**config.mk**
```make
export PLATFORM = sky130hd
export DESIGN_NAME = dbg_hart_ctrl
export DESIGN_NICKNAME = d
export VERILOG_FILES = /design/src/rtl/dbg_hart_ctrl.sv
export SDC_FILE = /design/constraint.sdc
export NUM_CORES = 1
export LEC_CHECK = 0
export BUFFER_PORTS_ARGS = -buffer_cell sky130_fd_sc_hd__buf_2
export CAP_MARGIN = 20
export CORE_MARGIN = 5
export CORE_UTILIZATION = 35
export DETAILED_ROUTE_END_ITERATION = 12
export SLEW_MARGIN = 10
export SYNTH_ARGS = -nofsm -noshare
export SYNTH_HDL_FRONTEND = slang
export SYNTH_SLANG_ARGS = --single-unit
```
**constraint.sdc**
```tcl
create_clock -name clk -period 8.6 [get_ports clk]
set_input_delay 1.29 -clock clk [delete_from_list [all_inputs] [get_ports clk]]
set_output_delay 1.29 -clock clk [all_outputs]
set_load 0.02 [all_outputs]
```
**src/rtl/dbg_hart_ctrl.sv**
```systemverilog
// dbg_hart_ctrl: multi-hart debug command sequencer with ack timeout.
// Optional DBG_HALT_GROUP_EN: cmd_all broadcasts HALT/RESUME to all harts.
module dbg_hart_ctrl #(
  parameter int NUM_HARTS = 4,
  parameter int ADDR_W    = 7,
  parameter int DATA_W    = 32,
  parameter int TMO_CYC   = 255
) (
  input  logic                        clk,
  input  logic                        rst_n,
  input  logic                        cmd_valid,
  output logic                        cmd_ready,
  input  logic [2:0]                  cmd_op,
  input  logic [$clog2(NUM_HARTS):0]  cmd_hart,
  input  logic                        cmd_all,
  input  logic [ADDR_W-1:0]           cmd_addr,
  input  logic [DATA_W-1:0]           cmd_wdata,
  output logic                        rsp_valid,
  output logic                        rsp_err,
  output logic [DATA_W-1:0]           rsp_rdata,
  output logic [NUM_HARTS-1:0]        enter_debug,
  output logic [NUM_HARTS-1:0]        req_halt,
  output logic [NUM_HARTS-1:0]        req_resume,
  output logic [NUM_HARTS-1:0]        step,
  input  logic [NUM_HARTS-1:0]        halted,
  input  logic [NUM_HARTS-1:0]        running,
  input  logic [NUM_HARTS-1:0]        stalled,
  output logic [NUM_HARTS-1:0]        dm_read,
  output logic [NUM_HARTS-1:0]        dm_write,
  output logic [ADDR_W-1:0]           dm_addr,
  output logic [DATA_W-1:0]           dm_wdata,
  input  logic [NUM_HARTS-1:0]        dm_access_valid,
  input  logic [NUM_HARTS*DATA_W-1:0] dm_rdata
);
  localparam int N  = NUM_HARTS;
  localparam int HW = $clog2(NUM_HARTS) + 1;
  localparam logic [HW-1:0] NH = HW'(NUM_HARTS);
  localparam logic [15:0] TMO_LAST = 16'(TMO_CYC - 1);
`ifdef DBG_HALT_GROUP_EN
  localparam bit GRP = 1'b1;
`else
  localparam bit GRP = 1'b0;
`endif
  localparam logic [2:0] OP_NOP   = 3'd0;
  localparam logic [2:0] OP_HALT  = 3'd1;
  localparam logic [2:0] OP_RES   = 3'd2;
  localparam logic [2:0] OP_STEP  = 3'd3;
  localparam logic [2:0] OP_READ  = 3'd4;
  localparam logic [2:0] OP_WRITE = 3'd5;

  typedef enum logic [2:0] {
    IDLE, HALT_W, RESUME_W, ACCESS, RESP
  } state_t;

  state_t state, state_n;

  logic [1:0]        rst_sync;
  logic              rst_q;
  logic [2:0]        op_q;
  logic [N-1:0]      sel_q;
  logic [ADDR_W-1:0] addr_q;
  logic [DATA_W-1:0] wdata_q;
  logic [DATA_W-1:0] rdata_q, rdata_n, rd;
  logic [15:0]       cnt, cnt_n;
  logic              left_q, left_n;
  logic              err_q, err_n;

  // async assert, synchronous release
  always_ff @(posedge clk or negedge rst_n) begin
    if (!rst_n) rst_sync <= 2'b00;
    else        rst_sync <= {rst_sync[0], 1'b1};
  end
  assign rst_q = rst_sync[1];

  logic         grp, c_ok, c_bad, c_hall;
  logic         h_ok, r_ok, a_ok;
  logic [N-1:0] c_sel;

  assign grp = GRP && cmd_all &&
               (cmd_op == OP_HALT || cmd_op == OP_RES);
  assign c_sel  = grp ? '1 : (N'(1) << cmd_hart);
  assign c_ok   = grp || (cmd_hart < NH);
  assign c_bad  = (cmd_op > OP_WRITE) ||
                  (!c_ok && cmd_op != OP_NOP);
  assign c_hall = ((halted & c_sel) == c_sel);
  assign h_ok   = !c_bad && cmd_op == OP_HALT;
  assign r_ok   = !c_bad &&
                  (cmd_op == OP_RES || cmd_op == OP_STEP);
  assign a_ok   = !c_bad &&
                  (cmd_op == OP_READ || cmd_op == OP_WRITE);

  logic hall, rall, hany, ack, tmo, is_step, r_done;

  assign hall    = ((halted & sel_q) == sel_q);
  assign rall    = ((running & sel_q) == sel_q);
  assign hany    = |(halted & sel_q);
  assign ack     = |(dm_access_valid & sel_q);
  assign tmo     = (cnt == TMO_LAST);
  assign is_step = (op_q == OP_STEP);
  // a step is done only once the hart has left and re-entered debug
  assign r_done  = is_step ? (left_q && hany) : rall;

  always_comb begin
    rd = '0;
    for (int i = 0; i < N; i++)
      if (sel_q[i]) rd = dm_rdata[i*DATA_W +: DATA_W];
  end

  always_comb begin
    state_n = state;
    cnt_n   = '0;
    left_n  = left_q;
    err_n   = err_q;
    rdata_n = rdata_q;
    unique case (state)
      IDLE: begin
        if (cmd_valid) begin
          state_n = RESP;
          left_n  = 1'b0;
          err_n   = 1'b0;
          rdata_n = '0;
          unique case (1'b1)
            cmd_op == OP_NOP: begin
              err_n = 1'b0;
            end
            c_bad: begin
              err_n = 1'b1;
            end
            h_ok: begin
              if (!c_hall) state_n = HALT_W;
            end
            r_ok: begin
              if (c_hall) state_n = RESUME_W;
              else        err_n   = 1'b1;
            end
            a_ok: begin
              if (c_hall) state_n = ACCESS;
              else        err_n   = 1'b1;
            end
            default: begin
              err_n = 1'b1;
            end
          endcase
        end
      end
      HALT_W: begin
        if (hall) begin
          state_n = RESP;
        end else if (tmo) begin
          state_n = RESP;
          err_n   = 1'b1;
        end else begin
          cnt_n = cnt + 16'd1;
        end
      end
      RESUME_W: begin
        if (is_step) left_n = left_q | ~hany;
        if (r_done) begin
          state_n = RESP;
        end else if (tmo) begin
          state_n = RESP;
          err_n   = 1'b1;
        end else begin
          cnt_n = cnt + 16'd1;
        end
      end
      ACCESS: begin
        if (ack) begin
          state_n = RESP;
          if (op_q == OP_READ) rdata_n = rd;
        end else if (tmo) begin
          state_n = RESP;
          err_n   = 1'b1;
        end else begin
          cnt_n = cnt + 16'd1;
        end
      end
      RESP:    state_n = IDLE;
      default: state_n = IDLE;
    endcase
  end

  always_ff @(posedge clk or negedge rst_q) begin
    if (!rst_q) begin
      state     <= IDLE;
      cnt       <= '0;
      left_q    <= 1'b0;
      err_q     <= 1'b0;
      rdata_q   <= '0;
      op_q      <= OP_NOP;
      sel_q     <= '0;
      addr_q    <= '0;
      wdata_q   <= '0;
      rsp_valid <= 1'b0;
      rsp_err   <= 1'b0;
      rsp_rdata <= '0;
    end else begin
      state   <= state_n;
      cnt     <= cnt_n;
      left_q  <= left_n;
      err_q   <= err_n;
      rdata_q <= rdata_n;
      if (state == IDLE && cmd_valid) begin
        op_q    <= cmd_op;
        sel_q   <= c_sel;
        addr_q  <= cmd_addr;
        wdata_q <= cmd_wdata;
      end
      rsp_valid <= (state == RESP);
      rsp_err   <= (state == RESP) && err_q;
      rsp_rdata <= (state == RESP) ? rdata_q : '0;
    end
  end

  logic in_h, in_r, in_a, first;

  assign in_h  = (state == HALT_W);
  assign in_r  = (state == RESUME_W);
  assign in_a  = (state == ACCESS);
  assign first = (cnt == 16'd0);

  assign cmd_ready   = (state == IDLE);
  assign req_halt    = in_h ? sel_q : '0;
  assign req_resume  = in_r ? sel_q : '0;
  assign step        = (in_r && is_step) ? sel_q : '0;
  assign enter_debug = (first && (in_h || (in_r && is_step)))
                       ? sel_q : '0;
  assign dm_read     = (in_a && op_q == OP_READ) ? sel_q : '0;
  assign dm_write    = (in_a && op_q == OP_WRITE) ? sel_q : '0;
  assign dm_addr     = in_a ? addr_q : '0;
  assign dm_wdata    = in_a ? wdata_q : '0;
endmodule

```
Word-level counts from Yosys, hierarchy flattened
Index checks and enable logic that the tools add are counted.

storage, ports and cells
  RAM bits = 0
  word-level logic and storage cells = 121
  ROM bits = 0
  memories = 0
  latch bits = 0
  flip-flop bits (word level) = 135
  input port bits = 193

operators by class
  divide/modulo/power cells = 0
  multiplexer cells = 44
  equal/unequal tests = 23
  reduce and logical (&&, ||, !) cells = 31
  shift-type cells = 1
  $add $sub $neg = 1
  multiply operators = 0
  bitwise operators = 6
  magnitude comparators = 2

operator list
  operator                                                          count
  32-bit 2-to-1 mux                                                 9
  16-bit 2-to-1 mux                                                 4
  32-bit case mux with 2 select lines                               1
  16-bit case mux with 3 select lines                               1
  3-bit 2-to-1 mux                                                  8
  4-bit 2-to-1 mux                                                  6
  16-bit by 1-bit adder with 16-bit output, second input constant   1
  4-bit AND                                                         4
  16-bit by 8-bit == test with 1-bit output, second input constant  1
  16-bit zero test                                                  1
  3-bit by 2-bit == test with 1-bit output, second input constant   5
  3-bit == test, second input constant                              5
  4-bit == test                                                     3
  2-bit != test, second input constant                              6
  3-bit case mux with 4 select lines                                1
  1-bit logical AND                                                 11
  1-bit 2-to-1 mux                                                  9
  3-bit case mux with 3 select lines                                1
  4-bit OR reduction                                                2
  7-bit 2-to-1 mux                                                  1
  3-bit by 1-bit == test with 1-bit output, second input constant   2
  3-bit zero test                                                   2
  5-bit AND reduction                                               1
  1-bit logical OR                                                  4
  15 further kinds                                                  19

Depth between registers and ports, before layout
  word-level depth = 10
  depth in mapped cells = 8

Worst setup path before layout
OpenSTA, ideal clock, no wires.

  path type = reg2out
  from = reg state[2]
  to = out enter_debug[0]
  slack = 5,866 ps
  buffers on the path = 0
  data required time = 7,310 ps
  stages on the path, launching flop included = 6
  arrival time = 1,444 ps
  path through = dfrtp_1 -> nor3b_2 -> nor2b_1 -> nor2_1 -> nor2_1 -> and2_1

on the way
  longest elaborated chain between the ends = 5
  elaborated cells on any way between the ends = 6

ends and longest elaborated chain
  what                                      RTL line  text
  start, declared                           55        state_t state, state_n;
  start signal, assigned                    198       state <= state_n;
  3-bit by 2-bit == test with 1-bit output  218       assign in_r = (state == RESUME_W);
  1-bit logical AND                         226       assign enter_debug = (first && (in_h || (in_r && is_step)))
  1-bit logical OR (*)                      226
  1-bit logical AND (*)                     226
  4-bit 2-to-1 mux (*)                      227       ? sel_q : '0;
  end, declared                             21        output logic [NUM_HARTS-1:0] enter_debug,

Mark *: on every way between the ends. The rest lies on a longest branch, timed or not.

Worst setup path in the final report
  from = reg state[1]
  to = out enter_debug[1]

The elaborated chain is that of the path after synthesis.

==> impl_metrics.json <==
{
  "run_status": "finished, final reports clean",
  "start_util": 0.3553,
  "cts_buffers": 17,
  "setup_viol": 0,
  "fmax_mhz": 254.3,
  "clkLatencyLatePin_ns": 0.42,
  "hold_path.class": "flop to asynchronous set/reset pin",
  "ys_seq_area_frac": 0.4902,
  "post-route-min-period_ns": 3.932,
  "cts_htree_levels": 4,
  "worstSetupPathType": "flop to output port",
  "ctsHoldBuffers": 0,
  "slew_violations": 0,
  "std_cell_rows": 51,
  "drc": 0,
  "vdd_drop_max_mv": 0.1399,
  "gp_congestion": 0.8057,
  "routed_wl_mm": 20.91,
  "mostFrequentLayoutCell": "buf_2",
  "grt_overflow_total": 0,
  "cp-end-kind": "output port",
  "final_core_util": 0.4676,
  "cts.sinks": 135,
  "grt_first_pass_wirelength_mm": 31.86,
  "synth.top_cells.by_area": "dfrtp_1 49%, nand2_1 9.5%, and2_1 5.9%, a221oi_1 4.1%, nor2b_1 3.6%",
  "fill_cells": 1973,
  "synthFlopType": "dfrtp_1",
  "netlist_area_mm2": 0.006892,
  "syn2layout_area_growth_pct": 31.61,
  "worst-slew-pin-transition_ns": 0.9201,
  "avgSynthCellArea_um2": 9.020,
  "drive_above_1_share": 0.3507,
  "synth_cells": 764,
  "viasPerCell": 4.820,
  "wl_per_cell_um": 16.05,
  "design.core.area_mm2": 0.01940,
  "antenna_found_initial": 2,
  "synth_edf_count": 0,
  "max_cap_violations": 0,
  "num_vias": 6281,
  "p_leak_uw": 0.004748,
  "hold_viol_final": 0,
  "async_flop_share": 1.000,
  "die_w_um": 150.3,
  "finClkSkew_ns": 0.01042,
  "fin_area_mm2": 0.009070,
  "drtIter0Drc": 331,
  "hpwl_mm": 14.91,
  "critical_path_arrival_ns": 2.64,
  "ioPinCount": 291,
  "ys_types": 57,
  "p_total_uw": 1865,
  "grt_max_degree": 80,
  "placed_area_mm2": 0.008481,
  "placement.io_buffers": 285,
  "yosys_warnings": 0,
  "yosys_register_bits": 135,
  "die_y_um": 150.3,
  "clock_path_buffers": 2,
  "cts_tree": "yes",
  "root_buffer": "clkbuf_16",
  "drt_pass1_iterations": 4,
  "worst-path-max-fanout": 9,
  "finalSetupTns_ns": 0,
  "yosys.area.top_type": "dfrtp_1",
  "nets": 1218,
  "clk_pin_slew_ns": 0.07,
  "setup_ws_ns": 4.668,
  "grt.total_usage": 0.1792,
  "start_kind": "flop",
  "antenna_left": 0,
  "dp_slack_ns": 5.095,
  "layout.cells.most_common_list": "285 x buf_2, 174 x nand2_1, 132 x dfrtp_1, 64 x and2_1, 39 x nor2b_1",
  "syn-num-nets": 960,
  "cts_resized": 0,
  "fin_crit_sh": 0.4572,
  "grt_pass1_vias": 6086,
  "relSlewSlack": 0.3866,
  "dieArea_mm2": 0.02260,
  "cp.required_ns": 7.31,
  "rsz0062_at_grt": "false",
  "power_per_cell_area_mw_per_mm2": 205.6,
  "synth_top_cell_area_share": 0.4902,
  "post_cts_buffers": 0
}
## metrics by stage
stage | instances | hold slack, ns
after detailed placement | 1267 | 0.3389
after CTS | 1299 | 0.3526
after floorplan | 764 | 0.3312
after global routing | 1302 | 0.3390
final | 1303 | 0.2916
after global placement | 1267 | 0.3349
## per-layer routing
metal	GRT usage	vias to the layer above	share of wire
met2	0.2915	210	0.48
li1	-	3115	-
met3	0.04485	32	0.072
met1	0.2315	2924	0.43
met5	0	-	0
met4	0.06633	0	0.025
## kinds of logic after synthesis
family / after synthesis / synth area share
simple gates: 412 / 0.3068
flops: 135 / 0.4902
compound gates: 126 / 0.1291
buf+inv: 69 / 0.04430
xor+xnor: 15 / 0.01906
fa+ha+maj: 3 / 0.005447
mux: 3 / 0.004539
other cells: 1 / 0.0005441
## state kept, by name, summed over array words and instances (netlist names)
| register | count |
|---|---|
| rsp_valid | 1 |
| rsp_rdata | 32 |
| rsp_err | 1 |
| err_q | 1 |
| left_q | 1 |
| addr_q | 7 |
| op_q | 3 |
| state | 3 |
| rdata_q | 32 |
| cnt | 16 |
| rst_sync | 2 |
| sel_q | 4 |
| wdata_q | 32 |
## Yosys cell counts, drive strengths merged (8+ instances only)
master and instances:
nor3 40, inv 11, o21ai 33, nand2 174, nand3 10, a221oi 32
nor2 29, nor2b 41, xor2 8, and3 34, dfrtp 135, and2 66
a21oi 35, buf 23, clkbuf 35
## critical path: stages, from the launching register on
cell and delay (ns):
dfrtp_1 0.56, nor3b_2 0.55, nor2b_1 0.54, nor2_1 0.08, nor2_1 0.19, and2_1 0.15
buf_2 0.16
## power breakdown
part           leakage, µW  internal, µW  switching, µW  total [µW]
combinational      0.00268           155            255         411
clock             0.000272           381            314         694
sequential         0.00180           712           48.3         760
## area by class of cell
| type | count | area (µm²) | area share |
|---|---|---|---|
| Sequential cell | 135 | 3385 | 0.3732 |
| Clock inverter | 15 | 128.9 | 0.01421 |
| Tap cell | 265 | 331.6 | 0.03656 |
| Clock buffer | 17 | 425.4 | 0.04690 |
| Antenna cell | 3 | 7.507 | 0.0008277 |
| Multi-Input combinational cell | 560 | 3214 | 0.3544 |
| Timing Repair Buffer | 297 | 1536 | 0.1694 |
| Inverter | 11 | 41.29 | 0.004552 |
## path summary, 6_finish.rpt
path | from | to | slack (ns) | cells past startpoint
min | rst_sync[1] | rdata_q[16] | 0.29 | 0
max | state[1] | enter_debug[1] | 4.67 | 6
max in group asynchronous | rst_sync[1] | rdata_q[23] | 7.24 | 1
max reg2reg | state[2] | rdata_q[23] | 6.00 | 7
min reg2reg | rst_sync[1] | rdata_q[16] | 0.29 | 0
min in group clk | rst_sync[0] | rst_sync[1] | 0.35 | 0
Power figures use the tool's default switching activity.
